==> src/rtl/asrm_uart_tx_periph_if.sv <==
`default_nettype none
// ============================================================================
// Module      : asrm_uart_tx_periph_if
// Description : asrm system bus bundle between the CPU (master) and a
//               memory-mapped responder (slave). data_in carries CPU write
//               data and data_out carries the responder's read data.
// Revision    : 1.0 - initial release
// ============================================================================
interface asrm_uart_tx_periph_if #(
    parameter int WORDSIZE = 16
);
    logic [WORDSIZE-1:0] addr;
    logic [WORDSIZE-1:0] data_in;
    logic                write_en;
    logic [WORDSIZE-1:0] data_out;

    modport master (
        output addr,
        output data_in,
        output write_en,
        input  data_out
    );

    modport slave (
        input  addr,
        input  data_in,
        input  write_en,
        output data_out
    );
endinterface
`default_nettype wire

==> src/rtl/asrm_uart_tx_periph.sv <==
`default_nettype none
// ============================================================================
// Module      : asrm_uart_tx_periph
// Description : Memory-mapped 8N1 UART transmitter. The CPU pushes bytes
//               into a small TX FIFO; a serializer sends them LSB first at
//               a programmable bit period. Registers: TXDATA, STATUS,
//               DIVISOR, reserved. Read data is zero when not addressed.
// Revision    : 1.0 - initial release
// ============================================================================
module asrm_uart_tx_periph #(
    parameter int                  WORDSIZE        = 16,
    parameter logic [WORDSIZE-1:0] BASE_ADDR       = WORDSIZE'(16'hFF00),
    parameter int                  FIFO_DEPTH      = 4,
    parameter logic [WORDSIZE-1:0] DEFAULT_DIVISOR = WORDSIZE'(16)
) (
    input  wire logic              clk,
    input  wire logic              reset,
    asrm_uart_tx_periph_if.slave   bus,
    output logic                   tx
);

    localparam int c_ptr_w = $clog2(FIFO_DEPTH);
    localparam int c_cnt_w = c_ptr_w + 1;

    localparam logic [1:0] c_st_idle  = 2'd0;
    localparam logic [1:0] c_st_start = 2'd1;
    localparam logic [1:0] c_st_data  = 2'd2;
    localparam logic [1:0] c_st_stop  = 2'd3;

    localparam logic [1:0] c_off_txdata  = 2'd0;
    localparam logic [1:0] c_off_status  = 2'd1;
    localparam logic [1:0] c_off_divisor = 2'd2;

    // FIFO storage and bookkeeping
    logic [7:0]          r_mem [FIFO_DEPTH];
    logic [c_ptr_w-1:0]  r_wr_ptr;
    logic [c_ptr_w-1:0]  r_rd_ptr;
    logic [c_cnt_w-1:0]  r_count;
    logic                r_ovf;

    // Configuration and serializer state
    logic [WORDSIZE-1:0] r_divisor;
    logic [1:0]          r_state;
    logic [WORDSIZE-1:0] r_timer;
    logic [WORDSIZE-1:0] r_bit_div;
    logic [7:0]          r_shift;
    logic [2:0]          r_bit_idx;
    logic                r_tx;
    logic [WORDSIZE-1:0] r_data_out;

    // Combinational decode and control
    logic                w_hit;
    logic [1:0]          w_offset;
    logic                w_wr;
    logic                w_full;
    logic                w_empty;
    logic                w_push;
    logic                w_ovf_set;
    logic                w_timer_done;
    logic                w_pop;
    logic [WORDSIZE-1:0] w_eff_div;
    logic [7:0]          w_head;
    logic [WORDSIZE-1:0] w_status;
    logic [WORDSIZE-1:0] w_rdata;

    assign w_hit        = (bus.addr[WORDSIZE-1:2] == BASE_ADDR[WORDSIZE-1:2]);
    assign w_offset     = bus.addr[1:0];
    assign w_wr         = bus.write_en && w_hit;
    assign w_full       = (r_count == c_cnt_w'(FIFO_DEPTH));
    assign w_empty      = (r_count == '0);
    // Full is judged on the pre-edge count, so a same-cycle pop does not make room
    assign w_push       = w_wr && (w_offset == c_off_txdata) && !w_full;
    assign w_ovf_set    = w_wr && (w_offset == c_off_txdata) && w_full;
    assign w_timer_done = (r_timer == '0);
    // A byte leaves the FIFO when a frame starts from idle or chains after STOP
    assign w_pop        = !w_empty &&
                          ((r_state == c_st_idle) ||
                           ((r_state == c_st_stop) && w_timer_done));
    assign w_eff_div    = (r_divisor == '0) ? WORDSIZE'(1) : r_divisor;
    assign w_head       = r_mem[r_rd_ptr];

    assign bus.data_out = r_data_out;
    assign tx           = r_tx;

    // STATUS word assembly and read-data multiplexer
    always_comb begin
        w_status                  = '0;
        w_status[0]               = w_empty;
        w_status[1]               = w_full;
        w_status[2]               = (r_state != c_st_idle);
        w_status[3]               = r_ovf;
        w_status[4 +: c_cnt_w]    = r_count;
        w_rdata                   = '0;
        case (w_offset)
            c_off_status:  w_rdata = w_status;
            c_off_divisor: w_rdata = r_divisor;
            default:       w_rdata = '0;
        endcase
    end

    // FIFO payload storage; contents are don't-care until written
    always_ff @(posedge clk) begin
        if (w_push) begin
            r_mem[r_wr_ptr] <= bus.data_in[7:0];
        end
    end

    // FIFO pointers, occupancy count and overflow flag
    always_ff @(posedge clk) begin
        if (reset) begin
            r_wr_ptr <= '0;
            r_rd_ptr <= '0;
            r_count  <= '0;
            r_ovf    <= 1'b0;
        end else begin
            if (w_push) begin
                r_wr_ptr <= r_wr_ptr + 1'b1;
            end
            if (w_pop) begin
                r_rd_ptr <= r_rd_ptr + 1'b1;
            end
            case ({w_push, w_pop})
                2'b10:   r_count <= r_count + 1'b1;
                2'b01:   r_count <= r_count - 1'b1;
                default: r_count <= r_count;
            endcase
            if (w_wr && (w_offset == c_off_status)) begin
                r_ovf <= 1'b0;
            end else if (w_ovf_set) begin
                r_ovf <= 1'b1;
            end
        end
    end

    // DIVISOR register and registered bus read data
    always_ff @(posedge clk) begin
        if (reset) begin
            r_divisor  <= DEFAULT_DIVISOR;
            r_data_out <= '0;
        end else begin
            if (w_wr && (w_offset == c_off_divisor)) begin
                r_divisor <= bus.data_in;
            end
            r_data_out <= w_hit ? w_rdata : '0;
        end
    end

    // Serializer: start bit, 8 data bits LSB first, stop bit, chaining frames
    always_ff @(posedge clk) begin
        if (reset) begin
            r_state   <= c_st_idle;
            r_timer   <= '0;
            r_bit_div <= '0;
            r_shift   <= '0;
            r_bit_idx <= '0;
            r_tx      <= 1'b1;
        end else begin
            case (r_state)
                c_st_idle: begin
                    if (w_pop) begin
                        r_shift   <= w_head;
                        r_bit_div <= w_eff_div;
                        r_timer   <= w_eff_div - 1'b1;
                        r_tx      <= 1'b0;
                        r_state   <= c_st_start;
                    end
                end
                c_st_start: begin
                    if (w_timer_done) begin
                        r_timer   <= r_bit_div - 1'b1;
                        r_bit_idx <= '0;
                        r_tx      <= r_shift[0];
                        r_state   <= c_st_data;
                    end else begin
                        r_timer <= r_timer - 1'b1;
                    end
                end
                c_st_data: begin
                    if (w_timer_done) begin
                        r_timer <= r_bit_div - 1'b1;
                        if (r_bit_idx == 3'd7) begin
                            r_tx    <= 1'b1;
                            r_state <= c_st_stop;
                        end else begin
                            r_shift   <= {1'b0, r_shift[7:1]};
                            r_bit_idx <= r_bit_idx + 1'b1;
                            r_tx      <= r_shift[1];
                        end
                    end else begin
                        r_timer <= r_timer - 1'b1;
                    end
                end
                default: begin
                    if (w_timer_done) begin
                        if (w_pop) begin
                            // Next byte already waiting: no idle gap between frames
                            r_shift   <= w_head;
                            r_bit_div <= w_eff_div;
                            r_timer   <= w_eff_div - 1'b1;
                            r_tx      <= 1'b0;
                            r_state   <= c_st_start;
                        end else begin
                            r_state <= c_st_idle;
                        end
                    end else begin
                        r_timer <= r_timer - 1'b1;
                    end
                end
            endcase
        end
    end

endmodule
`default_nettype wire

==> src/flat_wrapper.sv <==
// flat-port wrapper written by rule: the top's interface ports become plain ports
module asrm_uart_tx_periph_flat 
#(
    parameter int                  WORDSIZE        = 16,
    parameter logic [WORDSIZE-1:0] BASE_ADDR       = WORDSIZE'(16'hFF00),
    parameter int                  FIFO_DEPTH      = 4,
    parameter logic [WORDSIZE-1:0] DEFAULT_DIVISOR = WORDSIZE'(16)
)
  (clk, reset, tx, bus_addr, bus_data_in, bus_write_en, bus_data_out);
  asrm_uart_tx_periph_if #(.WORDSIZE(WORDSIZE)) bus_i ();
  input  wire logic clk;
  input  wire logic reset;
  output logic tx;
  input wire logic [$bits(bus_i.addr)-1:0] bus_addr;
  input wire logic [$bits(bus_i.data_in)-1:0] bus_data_in;
  input wire logic [$bits(bus_i.write_en)-1:0] bus_write_en;
  output wire logic [$bits(bus_i.data_out)-1:0] bus_data_out;
  assign bus_i.addr = bus_addr;
  assign bus_i.data_in = bus_data_in;
  assign bus_i.write_en = bus_write_en;
  assign bus_data_out = bus_i.data_out;
  asrm_uart_tx_periph #(.WORDSIZE(WORDSIZE), .BASE_ADDR(BASE_ADDR), .FIFO_DEPTH(FIFO_DEPTH), .DEFAULT_DIVISOR(DEFAULT_DIVISOR)) u_core (.clk(clk), .reset(reset), .bus(bus_i), .tx(tx));
endmodule
==> config.mk <==
export PLATFORM = sky130hd
export DESIGN_NAME = asrm_uart_tx_periph_flat
export DESIGN_NICKNAME = d
export VERILOG_FILES = /design/src/rtl/asrm_uart_tx_periph_if.sv /design/src/rtl/asrm_uart_tx_periph.sv /design/src/flat_wrapper.sv
export SDC_FILE = /design/constraint.sdc
export NUM_CORES = 1
export LEC_CHECK = 0
export CAP_MARGIN = 20
export CELL_PAD_IN_SITES_DETAIL_PLACEMENT = 0
export CELL_PAD_IN_SITES_GLOBAL_PLACEMENT = 1
export CORE_MARGIN = 2
export CORE_UTILIZATION = 47
export CTS_BUF_LIST = sky130_fd_sc_hd__clkbuf_4 sky130_fd_sc_hd__clkbuf_8
export CTS_CLUSTER_SIZE = 16
export DETAILED_ROUTE_END_ITERATION = 10
export GPL_TIMING_DRIVEN = 0
export PLACE_DENSITY_LB_ADDON = 0.1
export SYNTH_ARGS = -nofsm -noshare
export SYNTH_HDL_FRONTEND = slang
export SYNTH_SLANG_ARGS = --single-unit
==> constraint.sdc <==
create_clock -name clk -period 3.3 [get_ports clk]
set_input_delay 0.495 -clock clk [delete_from_list [all_inputs] [get_ports clk]]
set_output_delay 0.495 -clock clk [all_outputs]
set_load 0.02 [all_outputs]
**After elaboration in Yosys (flattened, before gate mapping)**

Memory sizes are Yosys's and may differ from the RTL's. A register that Yosys moved wholly into a read port is not among the register bits.
Cells that the tools add are included.

- Register bits after elaboration: 86
- Memory bits (writable): 32
- Bits of input ports: 35
- Output and inout port bits: 17
- Logic and storage cells: 103
- Memories: 1

- Add/subtract/negate cells: 8
- Eq/ne operators: 15
- Muxes and demuxes: 36
- Bitwise operators: 3
- Reductions and logical operators: 28

Memories:

| name | words | width | read ports | clocked after memory_dff | write ports | RTL line | text |
|---|---|---|---|---|---|---|---|
| u_core.r_mem | 4 | 8 | 1 | 1 | 1 | asrm_uart_tx_periph.sv:35 | `logic [7:0] r_mem [FIFO_DEPTH];` |

Operator list:

| operator | number |
|---|---|
| two-way mux 16 bit | 6 |
| case mux 16 bit (2 select lines) | 3 |
| subtractor 16 x 1 -> 16 bit, second input constant | 3 |
| zero test 16 bit | 2 |
| two-way mux 8 bit | 4 |
| case mux 8 bit (3 select lines) | 1 |
| == test 14 bit, second input constant | 1 |
| two-way mux 2 bit | 7 |
| case mux 3 bit (2 select lines) | 2 |
| two-way mux 3 bit | 3 |
| == test 2 bit, second input constant | 4 |
| logical AND 1 bit | 8 |
| two-way mux 1 bit | 8 |
| != test 2 x 1 -> 1 bit, second input constant | 4 |
| AND reduction 4 bit | 2 |
| nonzero test 2 bit | 4 |
| adder 3 x 1 -> 3 bit, second input constant | 2 |
| == test 2 x 1 -> 1 bit, second input constant | 3 |
| == test 3 bit, second input constant | 2 |
| case mux 2 bit (3 select lines) | 1 |
| OR reduction 2 bit | 3 |
| AND reduction 5 bit | 1 |
| adder 2 x 1 -> 2 bit, second input constant | 2 |
| zero test 2 bit | 2 |
| 9 further kinds | 12 |

**Logic depth before layout (Yosys ltp)**

- Depth in word-level cells: 7
- Mapped depth: 13
- Gate-level depth less buffers: 12

**Worst setup path after synthesis**

Ideal clock, no wire load.

- Path type: register -> register
- From: register u_core.r_timer[0]
- To: register u_core.r_count[2]
- Library setup time: 70 ps
- Data arrival time: 2903 ps
- Setup slack: 327 ps
- Stages on the path, launching flop included: 14
- Path buffers: 2
- Period minus slack after synthesis: 2973 ps
- Cell sequence: dfxtp_1 clkbuf_1 inv_1 ha_1 nor4b_4 nand4b_1 o22ai_2 buf_2 ha_1 inv_1 fa_1 xor2_1 or3_1 a21oi_1

- Longest elaborated chain between the ends: 6
- Elaborated cells between the ends (all ways): 8
- Those cells by class: eq/ne: 2; mux: 1; reduce/logical: 5

RTL lines:

| element | RTL line | text |
|---|---|---|
| from (decl) | asrm_uart_tx_periph.sv:44 | `logic [WORDSIZE-1:0] r_timer;` |
| from (signal assigned) | asrm_uart_tx_periph.sv:163 | `r_timer <= w_eff_div - 1'b1;` |
| from (signal assigned) | asrm_uart_tx_periph.sv:170 | `r_timer <= r_bit_div - 1'b1;` |
| from (signal assigned) | asrm_uart_tx_periph.sv:175 | `r_timer <= r_timer - 1'b1;` |
| zero test 16 bit * | asrm_uart_tx_periph.sv:74 | `assign w_timer_done = (r_timer == '0);` |
| logical AND 1 bit * | asrm_uart_tx_periph.sv:78 | `((r_state == c_st_stop) && w_timer_done));` |
| logical OR 1 bit * | asrm_uart_tx_periph.sv:77 | `((r_state == c_st_idle) \|\|` |
| logical AND 1 bit * | asrm_uart_tx_periph.sv:76 | `assign w_pop = !w_empty &&` |
| net u_core.w_pop | asrm_uart_tx_periph.sv:60 | `logic w_pop;` |
| == test 2 x 1 -> 1 bit or == test 2 bit (tied branches) | asrm_uart_tx_periph.sv:122 | `case ({w_push, w_pop})` |
| case mux 3 bit (2 select lines) or nonzero test 2 bit (tied branches) | -- |  |
| to (signal assigned) | asrm_uart_tx_periph.sv:123 | `2'b10: r_count <= r_count + 1'b1;` |
| to (signal assigned) | asrm_uart_tx_periph.sv:124 | `2'b01: r_count <= r_count - 1'b1;` |
| to (signal assigned) | asrm_uart_tx_periph.sv:125 | `default: r_count <= r_count;` |
| to (decl) | asrm_uart_tx_periph.sv:38 | `logic [c_cnt_w-1:0] r_count;` |

Mark *: on every way through the listed nets, which the timed path passes. The rest lies on a longest branch.
A chain may end at the register's enable or synchronous reset.

**Final worst setup path**

- From: register u_core.r_divisor[2]
- To: register u_core.r_timer[14]

- Longest elaborated chain between the ends: 6

RTL lines:

| element | RTL line | text |
|---|---|---|
| from (decl) | asrm_uart_tx_periph.sv:42 | `logic [WORDSIZE-1:0] r_divisor;` |
| from (signal assigned) | asrm_uart_tx_periph.sv:142 | `r_divisor <= bus.data_in;` |
| zero test 16 bit | asrm_uart_tx_periph.sv:79 | `assign w_eff_div = (r_divisor == '0) ? WORDSIZE'(1) : r_divisor;` |
| two-way mux 16 bit * | asrm_uart_tx_periph.sv:79 |  |
| subtractor 16 x 1 -> 16 bit * | asrm_uart_tx_periph.sv:163, asrm_uart_tx_periph.sv:199 |  |
| two-way mux 16 bit * | asrm_uart_tx_periph.sv:160, asrm_uart_tx_periph.sv:195 |  |
| two-way mux 16 bit | asrm_uart_tx_periph.sv:194 | `if (w_timer_done) begin` |
| case mux 16 bit (2 select lines) * | asrm_uart_tx_periph.sv:158 | `case (r_state)` |
| to (signal assigned) | asrm_uart_tx_periph.sv:163 |  |
| to (signal assigned) | asrm_uart_tx_periph.sv:170 |  |
| to (signal assigned) | asrm_uart_tx_periph.sv:199 | `r_timer <= w_eff_div - 1'b1;` |

Every way passes the cells marked *; elsewhere a longest branch is shown, timed or not.

==> impl_metrics.yaml <==
timing:
  rsz0062_at_grt: "yes"
  period_share_pct: 96.5
  hold_viol_final: 0
  skew_ns: 0.0150
  fin_hold_ws_ns: 0.459
  fmax_ghz: 0.314
  finalSetupViolCount: 0
  final_max_slew_viol_count: 0
  slew_headroom_pct: 36.5
  setup_ws_ns: 0.116
  tightest_slew_ns: 0.948
  fin_crit_ns: 3.18
global_route:
  antenna_found_initial: 0
  grt_first_pass_wirelength_um: 30500
  grt_overflow: 0
  grt_max_degree: 17
  grt_pass1_vias: 5505
  grt_util_all_layers_pct: 27.9
synthesis:
  synth.top_cell.area_share_pct: 27.8
  synth_area_sq_um: 6350
  synth_edf_count: 32
  yosys_warnings: 0
  synth_area_leaders: "dfxtp_1 28%, edfxtp_1 15%, a21oi_1 5.2%, nand2_1 5.1%, ha_1 3.4%"
  ys_seq_elements: 120
  seq_area_frac_synth_pct: 42.9
  syn_avg_cell_area_sq_um: 9.07
  synth.largest_area_cell: "dfxtp_1"
  async_reset_ff_share_pct: 0
  yosysMostFrequentCell: "dfxtp_1"
  ys.flop_type: "dfxtp_1"
  synth_commonest_cells: "88 x dfxtp_1, 86 x nand2_1, 66 x a21oi_1"
  synthCells: 700
  synth.distinct_cells: 70
  synth_nets: 753
die:
  die_area_sq_um: 14400
  num_rows: 42
  initial_core_util_pct: 48.1
  fp.dieH_um: 120
  fp.coreArea_sq_um: 13200
  die_width_um: 120
  ioPinCount: 52
pwr:
  p_total_mw: 7.47
  p_seq_share_pct: 23.4
  p_sw_share_pct: 48.2
  max-vdd-ir-drop_uv: 731
  p_leak_nw: 2.73
  cellPowerDensity_nw_per_um2: 995
  p_sw_mw: 3.60
  intPower_mw: 3.87
  pwr-share-clk_pct: 17.5
  pwr-share-comb_pct: 59.1
routing:
  vias: 5715
  drc: 0
  firstDrtPassIters: 5
  drt_iter0_drc: 743
  avgRoutedWirePerCell_um: 20.2
  drt.antenna.violating_nets: 0
  vias_per_cell: 5.96
  wl_um: 19400
clocking:
  cts_inserted_buffers: 17
  clock_path_buffers: 2
  clk_pin_slew_ns: 0.09
  cts_root_buf: "clkbuf_8"
  holdBufCountCts: 0
  clock-sinks: 120
  cts_tree: "done"
  insertion_delay_ns: 0.46
  cts-htree-levels: 4
final_layout:
  fill_cells: 1215
  stdcell_count: 959
  antenna_cells: 0
  drive_gt1_share_pct: 9.45
  nets: 823
  area_growth_pct: 18.2
placement:
  dp_slack_ns: -0.423
  port_buffers: 50
  dp.cells: 926
  gp_congestion: 0.917
  post-dp-hpwl_um: 13900
worst_setup_path:
  cp-end-kind: "flip-flop"
  timing.critical_path.slowest_stage_cell: "clkbuf_1"
  cp_max_fo: 9
  reg2reg_from: "u_core.r_divisor[2]"
  cp_slowest_stage_delay_ns: 0.45
  crit_path_start: "u_core.r_divisor[2]"
  cp.buffers_inverters: 1
  start_kind: "flip-flop"
  worst_ep_arrival_time_ns: 3.59
  crit_type: "flip-flop to flip-flop"
  critPathTopFamily: "simple AND/OR/NAND/NOR gates"
  critPathRequiredTime_ns: 3.70
  path_cells: "clkbuf_1 > nor4_2 > a31oi_2 > ha_1 > nor3b_2 > nand4_1 > xor2_1 > or3_1 > a31oi_1 > o31a_1"
job:
  max-cap-violations: 0
outcome:
  run_status: "finished, final reports clean"
hold_path:
  hp-class: "flip-flop to flip-flop"
  min_from: "u_core.r_bit_idx[2]"
## per-layer routing
layer	vias to the layer above	share of wire (%)	global-route usage, %
met2	253	44	41.5
met1	2715	45	38.7
met3	38	8.7	8.16
met5	-	0	0
li1	2709	-	-
met4	0	2.4	9.93
## cell usage in the layout (no fill, tap or decap), types with 5 or more instances in the layout
cell and instances:
dfxtp_1 87, mux2i_1 16, and3_1 13, a21oi_1 66
nand2_1 86, inv_1 21, or3_1 7, xor2_1 18
nor3_1 16, nand2b_1 6, a211o_1 5, o21ai_0 25
buf_2 10, o211ai_1 7, ha_1 16, mux4_2 8
edfxtp_1 32, nand4_1 8, nand4b_1 5, o21ai_1 6
or4_1 6, and2_1 6, a211oi_1 17, nor2b_1 7
a22oi_1 7, clkbuf_8 17, nor2_1 50, xnor2_1 10
nand3_1 24, a31oi_1 9, clkbuf_1 29, clkdlybuf4s50_1 50
## registers in the layout, summed over array words and instances, names as in the netlist, named ones only
register             cells
u_core.r_mem            32
u_core.bus.data_out     16
u_core.r_bit_div        16
u_core.r_divisor        16
u_core.r_timer          16
u_core.r_shift           8
u_core.r_bit_idx         3
u_core.r_count           3
u_core.r_rd_ptr          2
u_core.r_state           2
u_core.r_wr_ptr          2
u_core.r_ovf             1
u_core.tx                1
## power by group through the flow
| stage | registers (mW) | clock network [mW] | logic, mW |
|---|---|---|---|
| final | 1.75 | 1.31 | 4.41 |
| after floorplan | 1.73 | 0 | 3.07 |
| after global placement | 1.76 | 0 | 4.15 |
| after detailed placement | 1.76 | 0 | 4.17 |
| after CTS | 1.73 | 1.32 | 4.28 |
| after global routing | 1.76 | 1.39 | 4.67 |
## through the flow
stage	instance area [sq um]	setup TNS [ns]	util (%)
final	7500	0	56.9
after global routing	7500	-0.0330	56.9
after CTS	7480	0	56.7
after detailed placement	7070	-1.14	53.6
after global placement	7070	-1.03	53.6
after floorplan	6350	0	-
## path summary, 6_finish.rpt
kind | endpoint | slack (ns) | depth (start not counted)
worst max-delay path | u_core.r_timer[14] | 0.12 | 10
worst min-delay path | u_core.r_bit_idx[2] | 0.46 | 2
worst max register to register | u_core.r_timer[14] | 0.12 | 10
worst min register to register | u_core.r_bit_idx[2] | 0.46 | 2
## cell type report
type	instances	area, sq um	area share, %
plain buffers	45	204	2.72
inverters	22	82.6	1.10
well taps	176	220	2.94
clock inverters	14	140	1.87
flip-flops and latches	120	2720	36.3
repair buffers	54	531	7.07
multi-input cells	510	3360	44.8
clock buffers	18	241	3.22
## worst min-delay path, stage by stage, from the launching register on
cell     delay (ns)
dfxtp_1        0.32
nand2_1        0.05
a21oi_1        0.05
## cell families (layout without fill, tap and decap cells)
kind of cell    count (synthesis)  count (layout)  synth area share (%)
fa+ha+maj                      18              18                  3.67
compound gates                183             183                  18.4
xor+xnor                       28              28                  3.86
buf+inv                        70             153                  4.59
mux                            25              25                  5.54
simple gates                  256             256                  21.0
flops                         120             120                  42.9
## what timing repair did
item / in CTS / in global routing
resized for setup: 6 / 2
pin swaps: 1 / 1
buffers inserted: 1 / 3
endpoints found under the setup margin: 5 / 4
Note: power is estimated with default switching activity, not from simulation.
